`config.mk`:
```
export PLATFORM = sky130hd
export DESIGN_NAME = cpu_run_ctrl
export DESIGN_NICKNAME = d
export VERILOG_FILES = /design/src/rtl/cpu_run_ctrl_pkg.sv /design/src/rtl/cpu_run_ctrl_sat_counter.sv /design/src/rtl/cpu_run_ctrl.sv
export SDC_FILE = /design/constraint.sdc
export NUM_CORES = 1
export LEC_CHECK = 0
export ABC_AREA = 1
export CAP_MARGIN = 20
export CORE_AREA = 4 4 140 142
export DETAILED_ROUTE_END_ITERATION = 8
export DIE_AREA = 0 0 144 146
export PLACE_DENSITY_LB_ADDON = 0.05
export SKIP_CTS_REPAIR_TIMING = 1
export SYNTH_ARGS = -nofsm -noshare
export SYNTH_HDL_FRONTEND = slang
export SYNTH_SLANG_ARGS = --single-unit
```
`constraint.sdc`:
```
create_clock -name clk -period 1.7 [get_ports clk]
set_input_delay 0.34 -clock clk [delete_from_list [all_inputs] [get_ports clk]]
set_output_delay 0.34 -clock clk [all_outputs]
set_load 0.005 [all_outputs]
```
`src/rtl/cpu_run_ctrl_pkg.sv`:
```
// Shared run-control definitions: FSM state encoding and stop_cause codes,
// visible to the monitor side so it can decode why a run ended.
package cpu_run_ctrl_pkg;

    typedef enum logic [1:0] {
        ST_IDLE  = 2'd0,
        ST_LOAD  = 2'd1,
        ST_RUN   = 2'd2,
        ST_DRAIN = 2'd3
    } run_state_t;

    localparam logic [1:0] CAUSE_NONE = 2'd0;
    localparam logic [1:0] CAUSE_QUIT = 2'd1;
    localparam logic [1:0] CAUSE_HALT = 2'd2;

    // A monitor quit outranks a halt retired in the same cycle.
    function automatic logic [1:0] stop_cause_of(input logic quit, input logic halt);
        return quit ? CAUSE_QUIT : (halt ? CAUSE_HALT : CAUSE_NONE);
    endfunction

endpackage

```
`src/rtl/cpu_run_ctrl_sat_counter.sv`:
```
// Saturating up-counter with synchronous reset, clear and enable.
module sat_counter #(
    parameter int WIDTH = 32
) (
    input  logic             clk,
    input  logic             rst,
    input  logic             clr,
    input  logic             en,
    output logic [WIDTH-1:0] cnt
);

    always_ff @(posedge clk) begin
        if (rst || clr) begin
            cnt <= '0;
        end else if (en && (cnt != {WIDTH{1'b1}})) begin
            cnt <= cnt + WIDTH'(1);
        end
    end

endmodule

```
`src/rtl/cpu_run_ctrl.sv`:
```
// Run controller between the UART monitor and the core: loads the start PC,
// enables execution, drains the pipeline on quit/halt and reports the stop.
module cpu_run_ctrl
    import cpu_run_ctrl_pkg::*;
#(
    parameter int DRAIN_CYCLES = 4,
    parameter int CNT_W        = 32
) (
    input  logic             clk,
    input  logic             rst,
    input  logic             cpu_start,
    input  logic             quit_cmd,
    input  logic [29:0]      start_adr,
    input  logic             cpu_halt,
    input  logic             pipe_idle,
    input  logic [31:0]      pc_data,
    output logic             cpu_run,
    output logic             pc_load,
    output logic [29:0]      pc_load_adr,
    output logic             mon_ram_sel,
    output logic             stop_done,
    output logic [1:0]       stop_cause,
    output logic [31:0]      stop_pc,
    output logic [CNT_W-1:0] cycle_cnt,
    output logic [1:0]       dbg_state
);

    localparam int DRAIN_W = (DRAIN_CYCLES > 1) ? $clog2(DRAIN_CYCLES) : 1;
    localparam logic [DRAIN_W-1:0] DRAIN_LOAD = DRAIN_W'(DRAIN_CYCLES - 1);

    run_state_t         state;
    logic [DRAIN_W-1:0] drain_cnt;
    logic               cnt_clr;
    logic               cnt_en;

    assign dbg_state = state;
    assign cnt_clr   = (state == ST_IDLE) && cpu_start;
    assign cnt_en    = (state == ST_RUN);

    sat_counter #(.WIDTH(CNT_W)) u_cycle_cnt (
        .clk (clk),
        .rst (rst),
        .clr (cnt_clr),
        .en  (cnt_en),
        .cnt (cycle_cnt)
    );

    // cpu_start/quit_cmd are single-cycle requests taken only in the state that
    // acts on them; pc_load and stop_done are single-cycle pulses with no ack.
    always_ff @(posedge clk) begin
        if (rst) begin
            state       <= ST_IDLE;
            cpu_run     <= 1'b0;
            pc_load     <= 1'b0;
            pc_load_adr <= '0;
            mon_ram_sel <= 1'b1;
            stop_done   <= 1'b0;
            stop_cause  <= CAUSE_NONE;
            stop_pc     <= '0;
            drain_cnt   <= '0;
        end else begin
            pc_load   <= 1'b0;
            stop_done <= 1'b0;
            case (state)
                ST_IDLE: begin
                    if (cpu_start) begin
                        state       <= ST_LOAD;
                        pc_load     <= 1'b1;
                        pc_load_adr <= start_adr;
                        mon_ram_sel <= 1'b0;
                        stop_cause  <= CAUSE_NONE;
                    end
                end
                ST_LOAD: begin
                    state   <= ST_RUN;
                    cpu_run <= 1'b1;
                end
                ST_RUN: begin
                    if (quit_cmd || cpu_halt) begin
                        state      <= ST_DRAIN;
                        cpu_run    <= 1'b0;
                        stop_cause <= stop_cause_of(quit_cmd, cpu_halt);
                        drain_cnt  <= DRAIN_LOAD;
                    end
                end
                ST_DRAIN: begin
                    // Minimum drain time first, then wait for the core to empty.
                    if ((drain_cnt == '0) && pipe_idle) begin
                        state       <= ST_IDLE;
                        stop_done   <= 1'b1;
                        stop_pc     <= pc_data;
                        mon_ram_sel <= 1'b1;
                    end else if (drain_cnt != '0) begin
                        drain_cnt <= drain_cnt - DRAIN_W'(1);
                    end
                end
                default: state <= ST_IDLE;
            endcase
        end
    end

endmodule
```
==> reports/results.ini, run 1 <==
[placement]
dp.cells = 1029
gp_congestion = 0.8254
place_area_um2 = 6872
port_buffers = 169
dp_hpwl_mm = 11.39

[route]
vias_per_cell = 4.430
firstDrtPassIters = 4
met1Wirelength_mm = 6.532
routed.top_layer = met4
drt_iter0_markers = 191
drtAntennaViolNets = 0
num_vias = 4634
met3_length_um = 978
totalWireLength_mm = 15.22
wl_per_cell_um = 14.55
drcViolationCount = 0
met2_length_mm = 7.445

[sta]
fmax_ghz = 0.6033
final-max-slew-violation-count = 0
finalHoldViolations = 0
skew_ns = 0.006551
period_needed_ns = 1.657
tns_ns = 0
worstMarginPinSlew_ns = 0.3483
fin_crit_sh_pct = 97.50
slew_headroom_pct = 76.69
setup_viol = 0

[setup_path]
crit_cells = 2
crit_path_end_kind = output pin
cp_top_family = buffers and inverters
worstRegToRegCells = 9
critical-path-max-stage-delay_ns = 0.49
crit_chain = buf_4 > clkdlybuf4s50_1
cp.required_ns = 1.36
crit_path_start_kind = flop
criticalPathCategory = flop to output pin
path_buf_inv = 2
crit_fanout = 5
critical_path.slowest_cell = clkdlybuf4s50_1
critPathArrivalTime_ns = 1.32

[yosys]
synthCells = 597
ys_top_cells_by_count = nor2_1 (132), nand2_1 (106), dfxtp_1 (104)
synthFlopType = dfxtp_1
yosysTopAreaCell = dfxtp_1
syn_area_um2 = 4533
synth-seq-cells = 104
yosys.area.top_type_share_pct = 45.93
syn_nets = 670
synth-seq-area-share_pct = 45.93
yosys_warnings = 0
syn_avg_cell_area_um2 = 7.593
synth_area_leaders = dfxtp_1 (46%), nor2_1 (11%), nand2_1 (8.8%), a22o_1 (5.8%), o21ai_0 (3.9%)
yosysMostFrequentCell = nor2_1
synth_edf_count = 0
ys_types = 31
synthArstFlopShare_pct = 0

[clocking]
clk_transition_reported_paths_ns = 0.08
cts_tree = done
htreeDepth = 3
numCtsBuffers = 9
cts-root-buf = clkbuf_16
clock_path_buffers = 2
clk_latency_ns = 0.35
clock-sinks = 104

[grt]
globalRouteOverflowTotal = 0
grt_usage_pct = 14.40
antenna_found_initial = 0
grt_pass1_wl_mm = 24.30
grt_pass1_vias = 4709
grt_max_degree = 33

[finish]
final_core_util_pct = 39.87
final_cells = 1046
final_nets = 880
n_antenna_cell = 0
syn2layout_area_growth_pct = 62.32
drive_above_1_share_pct = 17.49
final.fill_count = 1906
final_area_um2 = 7358

[floorplanning]
die_w_um = 144
core_area_um2 = 18460
dieArea_um2 = 21020
placementRows = 50
start_util_pct = 24.56
die_h_um = 146
io_pins = 170

[power_and_ir_drop]
p_sw_share_pct = 28.83
seq_power_share_pct = 41.5
power_leakage_nw = 3.091
peakVddDrop_v = 0.0004463
finalPower_mw = 6.989
powerDensity_nw_per_um2 = 949.8
p_sw_mw = 2.015
clkPwrFrac_pct = 30.2
p_int_mw = 4.974
pwr-share-comb_pct = 28.3

[flow_run]
maxCapViolCount = 0

[outcome]
outcome = finished clean

[worst_hold_path]
holdPathStages = 1
hold_class = flop to flop

[worst register-to-register path: cells and delay by family, from the launching register on]
kind / cells / cell delay, ns
buffers and inverters: 5 / 0.53
DFF: 1 / 0.33
and+or+nand+nor: 2 / 0.29
adders and majority gates: 1 / 0.21
AOI/OAI and AO/OA: 1 / 0.12
[power groups by stage]
stage | logic (mW) | clock network (mW) | registers, mW
6_report | 1.98 | 2.11 | 2.90
5_1_grt | 2.19 | 2.30 | 2.94
4_1_cts | 1.98 | 2.20 | 2.89
3_5_place_dp | 1.97 | 0 | 2.94
3_3_place_gp | 1.96 | 0 | 2.94
2_1_floorplan | 0.752 | 0 | 2.97
[path summary, 6_finish.rpt]
kind / from / end / slack, ns
worst min-delay path: drain_cnt[0] / drain_cnt[0] / 0.43
worst max register to register: dbg_state[0] / u_cycle_cnt.cnt[1] / 0.15
worst min register to register: drain_cnt[0] / drain_cnt[0] / 0.43
worst max-delay path: u_cycle_cnt.cnt[20] / cycle_cnt[20] / 0.04
[final cells by class]
class / count / area (um2) / share of cell area [%]
Clock buffer: 11 / 232.7 / 3.163
Clock inverter: 5 / 56.30 / 0.7652
Inverter: 45 / 168.9 / 2.296
Multi-Input combinational cell: 423 / 2267 / 30.81
Sequential cell: 104 / 2117 / 28.77
Tap cell: 234 / 292.8 / 3.979
Timing Repair Buffer: 224 / 2223 / 30.22
[sequential cells by signal, indices dropped and copies added, names as in the netlist, 2 cells and up]
register         cells
stop_pc             32
pc_load_adr         30
u_cycle_cnt.cnt     32
dbg_state            2
stop_cause           2
drain_cnt            2
[through the flow]
stage          hold WS (ns)  worst slack, ns
5_1_grt              0.4665         -0.02254
4_1_cts              0.4334         -0.05983
2_1_floorplan        0.4027           0.1398
3_3_place_gp         0.4117          0.02621
3_5_place_dp         0.4247          0.02270
6_report             0.4327          0.04252
[metal layers]
metal  vias to the layer above  track usage, %
li1                       2379               -
met1                      2120           17.53
met2                       118           24.00
met3                        17           4.404
met4                         0           4.849
met5                         -               0
[layout by cell type, fill, tap and decap left out, drive strengths merged]
cell type      instances
buf                   55
a22o                  30
clkdlybuf4s50        156
o21ai                 35
ha                     5
a221oi                 1
inv                   41
a211oi                 1
dlymetal6s2s          13
nand3b                 9
nor2                 144
nand3                 31
clkinv                 7
clkinvlp               1
clkbuf                11
xor2                   2
nand4                 12
xnor2                  2
nor3                   5
dfxtp                104
a21oi                 24
nand2                116
bufinv                 1
a31oi                  6
[cell families (layout without fill, tap and decap cells)]
family          after synthesis  count (layout)  share of synthesized area (%)
simple gates                316             317                          31.44
flops                       104             104                          45.93
compound gates               97              97                          13.58
buf+inv                      71             285                          6.900
fa+ha+maj                     5               5                          1.380
xor+xnor                      4               4                         0.7730
Power figures use the tool's default switching activity.
==> run 2, diff against run 1 <==
CORE_AREA = 4 4 107 109   (was 4 4 140 142)
DIE_AREA = 0 0 111 113   (was 0 0 144 146)
==> run 2 against run 1 <==
Effect of this change: utilization up 27 points; total power down 8.6%; count of clock-buffer cells in the layout unchanged; clock power down 22%; die area down 40%; worst hold slack better by 0.014 ns; clock skew up 0.0010 ns; flip-flop and latch count unchanged; global-route usage up 7.0 points; fmax down 0.38%; critical endpoint is now cycle_cnt[6].
==> reports/results.ini, run 2 (synthesized netlist as in run 1, its figures left out) <==
[sta]
period_needed_ns = 1.664  ; +0.006255 ns
worst_slack_ns = 0.03626  ; -0.006255 ns
fmax_ghz = 0.6011  ; -0.38%
fin_crit_sh_pct = 97.87  ; +0.37 points
slew_headroom_pct = 72.59  ; -4.1 points
worstMarginPinSlew_ns = 0.4099  ; +0.06152 ns
skew_ns = 0.007549  ; +0.0009984 ns
final-max-slew-violation-count = 0  ; unchanged
setup_viol = 0  ; unchanged
finalHoldViolations = 0  ; unchanged
whs_ns = 0.4465  ; +0.01373 ns
tns_ns = 0  ; unchanged

[floorplanning]
placementRows = 38  ; -24%
start_util_pct = 42.75  ; +18 points
die_w_um = 111  ; -23%
core_area_um2 = 10600  ; -43%
dieArea_um2 = 12540  ; -40%
io_pins = 170  ; unchanged
die_h_um = 113  ; -23%

[route]
totalWireLength_mm = 13.72  ; -9.9%
wl_per_cell_um = 14.38  ; -1.2%
drtAntennaViolNets = 0  ; unchanged
drt_iter0_markers = 233  ; +22%
vias_per_cell = 4.984  ; +13%
num_vias = 4755  ; +2.6%
firstDrtPassIters = 4  ; unchanged
drcViolationCount = 0  ; unchanged

[grt]
grt_pass1_wl_mm = 21.94  ; -9.7%
grt_usage_pct = 21.41  ; +7.0 points
grt_pass1_vias = 4592  ; -2.5%
antenna_found_initial = 0  ; unchanged
globalRouteOverflowTotal = 0  ; unchanged
grt_max_degree = 37  ; +12%

[setup_path]
critPathArrivalTime_ns = 1.32  ; about the same
crit_fanout = 3  ; -2
reg2reg_to = u_cycle_cnt.cnt[21]
r2r_slack_ns = 0.11  ; -0.04 ns
cp.required_ns = 1.36  ; about the same
crit_path_start_kind = flop
crit_path_end_kind = output pin
worstRegToRegCells = 9  ; unchanged
r2r_start = u_cycle_cnt.cnt[1]
criticalPathCategory = flop to output pin

[finish]
top_regs = stop_pc x32, u_cycle_cnt.cnt x32, pc_load_adr x30
layout_commonest_cell = clkdlybuf4s50_1
most-common-layout-cells = clkdlybuf4s50_1 (147), nor2_1 (127), nand2_1 (106)
final_nets = 883  ; +0.34%
syn2layout_area_growth_pct = 56.83
final_area_um2 = 7109  ; -3.4%
drive_above_1_share_pct = 17.08  ; -0.41 points
n_antenna_cell = 0  ; unchanged

[power_and_ir_drop]
peakVddDrop_v = 0.0006580  ; +47%
powerDensity_nw_per_um2 = 898.8  ; -5.4%
finalPower_mw = 6.390  ; -8.6%
power_leakage_nw = 3.218  ; +4.1%

[placement]
port_buffers = 169  ; unchanged
place_area_um2 = 6726  ; -2.1%
post-place-ws_ns = -0.006841  ; -0.02954 ns
dp_hpwl_mm = 10.26  ; -9.9%
gp_congestion = 0.9051  ; +9.7%

[clocking]
htreeDepth = 3  ; unchanged
clock-sinks = 104  ; unchanged
clock_path_buffers = 2  ; unchanged
cts_tree = done
numCtsBuffers = 9  ; unchanged
clk_transition_reported_paths_ns = 0.09  ; about the same
clk_latency_ns = 0.38  ; +0.03 ns
cts-root-buf = clkbuf_8

[worst_hold_path]
hold_class = flop to flop
hold_path_end = drain_cnt[0]
min_from = drain_cnt[0]
holdPathStages = 1  ; unchanged

[outcome]
outcome = finished clean

[flow_run]
maxCapViolCount = 0  ; unchanged

## run 2: final cells by class
cell class / instances / area [um2]
timing repair buffer: 227 / 2248
multi-input combinational: 423 / 2198
sequential: 104 / 2117
tap: 140 / 175.2
clock buffer: 11 / 131.4
clock inverter: 4 / 70.07
fill: 896 / 3493
inverter: 45 / 168.9
## run 2: worst max path at each step
stage                  startpoint                  end  slack (ns)  cells after the start
2_1_floorplan  u_cycle_cnt.cnt[0]  u_cycle_cnt.cnt[25]        0.14                      9
6_report       u_cycle_cnt.cnt[6]         cycle_cnt[6]        0.04                      2
4_1_cts        u_cycle_cnt.cnt[6]         cycle_cnt[6]       -0.07                      2
3_5_place_dp                  rst      pc_load_adr[10]      -0.007                      4
3_3_place_gp                  rst      pc_load_adr[17]        0.04                      4
5_1_grt              dbg_state[1]  u_cycle_cnt.cnt[26]       -0.01                      9
## run 2: metal layers
layer / track usage, % / share of wire (%) / vias to the layer above
met5: 0 / 0 / -
met4: 9.770 / 2.4 / 0
met3: 5.348 / 6.2 / 22
met2: 37.62 / 51 / 142
met1: 24.61 / 41 / 2215
li1: - / - / 2376
## run 2: critical path, stage by stage, from the launching register on
cell and delay (ns):
dfxtp_2 0.34, buf_4 0.12, clkdlybuf4s50_1 0.49
## run 2: power breakdown
group	total (mW)	internal [mW]	switching, mW
Combinational	1.84	1.01	0.829
Clock	1.65	0.819	0.829
Sequential	2.90	2.74	0.159
## run 2: stage by stage
step	utilization [%]	cells
after global placement	63.44	933
after detailed placement	63.44	933
after CTS	65.34	948
final	67.05	954
after global routing	67.05	954
after floorplan	-	597
==> run 3, diff against run 2 <==
HOLD_SLACK_MARGIN = 0.05   (was default)
SETUP_SLACK_MARGIN = 0.2   (was default)
==> run 3 against run 2 <==
Effect of this change: worst hold slack worse by 0.0051 ns; cell area up 11%; sequential power about the same; die area unchanged; count of clock-buffer cells in the layout down 1; wire length up 12%; sequential share of layout area down 2.1 points; utilization up 7.7 points; clock power down 10%; critical path type is now flop to flop; critical endpoint is now u_cycle_cnt.cnt[31]; largest cell class unchanged.
==> reports/results.ini, run 3 (synthesized netlist as in run 1, its figures left out) <==
[sta]
whs_ns = 0.4413  ; -0.005140 ns
fin_crit_sh_pct = 95.81  ; -2.1 points
worst_slack_ns = 0.07126  ; +0.03499 ns
fmax_ghz = 0.6140  ; +2.1%
setup_viol = 0  ; unchanged
slew_headroom_pct = 80.13  ; +7.5 points
period_needed_ns = 1.629  ; -0.03499 ns
skew_ns = 0.01207  ; +0.004523 ns
worstMarginPinSlew_ns = 0.2970  ; -0.1128 ns
rsz0062_at_grt = true
tns_ns = 0  ; unchanged
final-max-slew-violation-count = 0  ; unchanged
finalHoldViolations = 0  ; unchanged

[clocking]
htreeDepth = 3  ; unchanged
cts_tree = done
clock-sinks = 104  ; unchanged
numCtsBuffers = 9  ; unchanged
clk_latency_ns = 0.37  ; about the same
cts-root-buf = clkbuf_8
clock_path_buffers = 2  ; unchanged
clk_transition_reported_paths_ns = 0.11  ; +0.02 ns

[grt]
globalRouteOverflowTotal = 0  ; unchanged
grt_max_degree = 33  ; -11%
grt_usage_pct = 21.32  ; -0.091 points
grt_pass1_wl_mm = 22.22  ; +1.3%
grt_pass1_vias = 4587  ; -0.11%
antenna_found_initial = 0  ; unchanged

[placement]
place_area_um2 = 6691  ; -0.52%
dp_hpwl_mm = 10.38  ; +1.2%
post-place-ws_ns = 0.08077  ; +0.08761 ns
gp_congestion = 0.9196  ; +1.6%
port_buffers = 169  ; unchanged

[floorplanning]
io_pins = 170  ; unchanged
dieArea_um2 = 12540  ; unchanged
placementRows = 38  ; unchanged
core_area_um2 = 10600  ; unchanged
die_w_um = 111  ; unchanged
start_util_pct = 42.75  ; unchanged
die_h_um = 113  ; unchanged

[finish]
top_regs = stop_pc x32, u_cycle_cnt.cnt x32, pc_load_adr x30
most-common-layout-cells = nor2_1 (114), dlymetal6s2s_1 (101), nand2_1 (83)
drive_above_1_share_pct = 32.21  ; +15 points
syn2layout_area_growth_pct = 74.77
layout_commonest_cell = nor2_1
final_area_um2 = 7923  ; +11%
n_antenna_cell = 0  ; unchanged
final_nets = 897  ; +1.6%

[power_and_ir_drop]
powerDensity_nw_per_um2 = 829.9  ; -7.7%
power_leakage_nw = 4.817  ; +50%
finalPower_mw = 6.575  ; +2.9%
peakVddDrop_v = 0.0005607  ; -15%

[route]
vias_per_cell = 5.130  ; +2.9%
wl_per_cell_um = 15.80  ; +9.9%
num_vias = 4971  ; +4.5%
drtAntennaViolNets = 0  ; unchanged
totalWireLength_mm = 15.31  ; +12%
drcViolationCount = 0  ; unchanged
drt_iter0_markers = 296  ; +27%
firstDrtPassIters = 4  ; unchanged

[worst_hold_path]
hold_class = flop to flop

[setup_path]
critPathArrivalTime_ns = 1.89  ; +0.57 ns
criticalPathCategory = flop to flop
crit_path_end_kind = flop
crit_path_start_kind = flop
crit_fanout = 8  ; +5
cp.required_ns = 1.96  ; +0.60 ns

[flow_run]
maxCapViolCount = 0  ; unchanged

[outcome]
outcome = finished clean

==> run 3: cell types whose count changed in the layout (fill, tap and decap cells not counted), moves of 9 or more <==
cell,change
nand2_2,+15
a21oi_2,+14
a21oi_1,-14
nand2_1,-23
clkdlybuf4s50_1,-79
dfxtp_1,-45
dfxtp_4,+9
nand3_1,-9
dlymetal6s2s_1,+79
dfxtp_2,+36
nor2_1,-13
==> run 3: layout make-up <==
cell class                 count  area [um2]
fill                         746        2680
timing repair buffer         241        2679
multi-input combinational    423        2524
sequential                   104        2196
tap                          140       175.2
inverter                      45       171.4
clock buffer                  10       127.6
clock inverter                 6       50.05
==> run 3: path summary, 6_finish.rpt <==
kind,startpoint,endpoint,slack (ns),cells after the start
setup reg to reg,u_cycle_cnt.cnt[28],u_cycle_cnt.cnt[31],0.07,10
setup / recovery,u_cycle_cnt.cnt[28],u_cycle_cnt.cnt[31],0.07,10
hold / removal,drain_cnt[0],drain_cnt[0],0.44,1
hold reg to reg,drain_cnt[0],drain_cnt[0],0.44,1
==> run 3: through the flow <==
step	cells	util, %
after floorplan	597	-
after global placement	929	63.11
after detailed placement	929	63.11
after CTS	945	64.79
after global routing	969	74.72
final	969	74.72
==> run 3: where the power goes <==
part           internal, mW  switching, mW
clock                 0.557          0.927
sequential             2.76          0.154
combinational          1.18          0.993
total                  4.50           2.07
==> run 3: metal layers <==
| metal | share of wire, % | global-route usage (%) |
|---|---|---|
| met1 | 39 | 25.08 |
| met5 | 0 | 0 |
| met3 | 7.2 | 6.364 |
| met4 | 2.9 | 6.979 |
| met2 | 51 | 37.34 |
==> run 3: worst max-delay path, cell delays in order (launching register included) <==
cell     delay, ns
dfxtp_2       0.38
nand2_1       0.08
nor2_1        0.17
nand2_1       0.16
nor2_4        0.17
nand2_8       0.11
buf_12        0.16
nand2_1       0.06
nor2_1        0.05
nor2_1        0.13
nor2_1        0.06
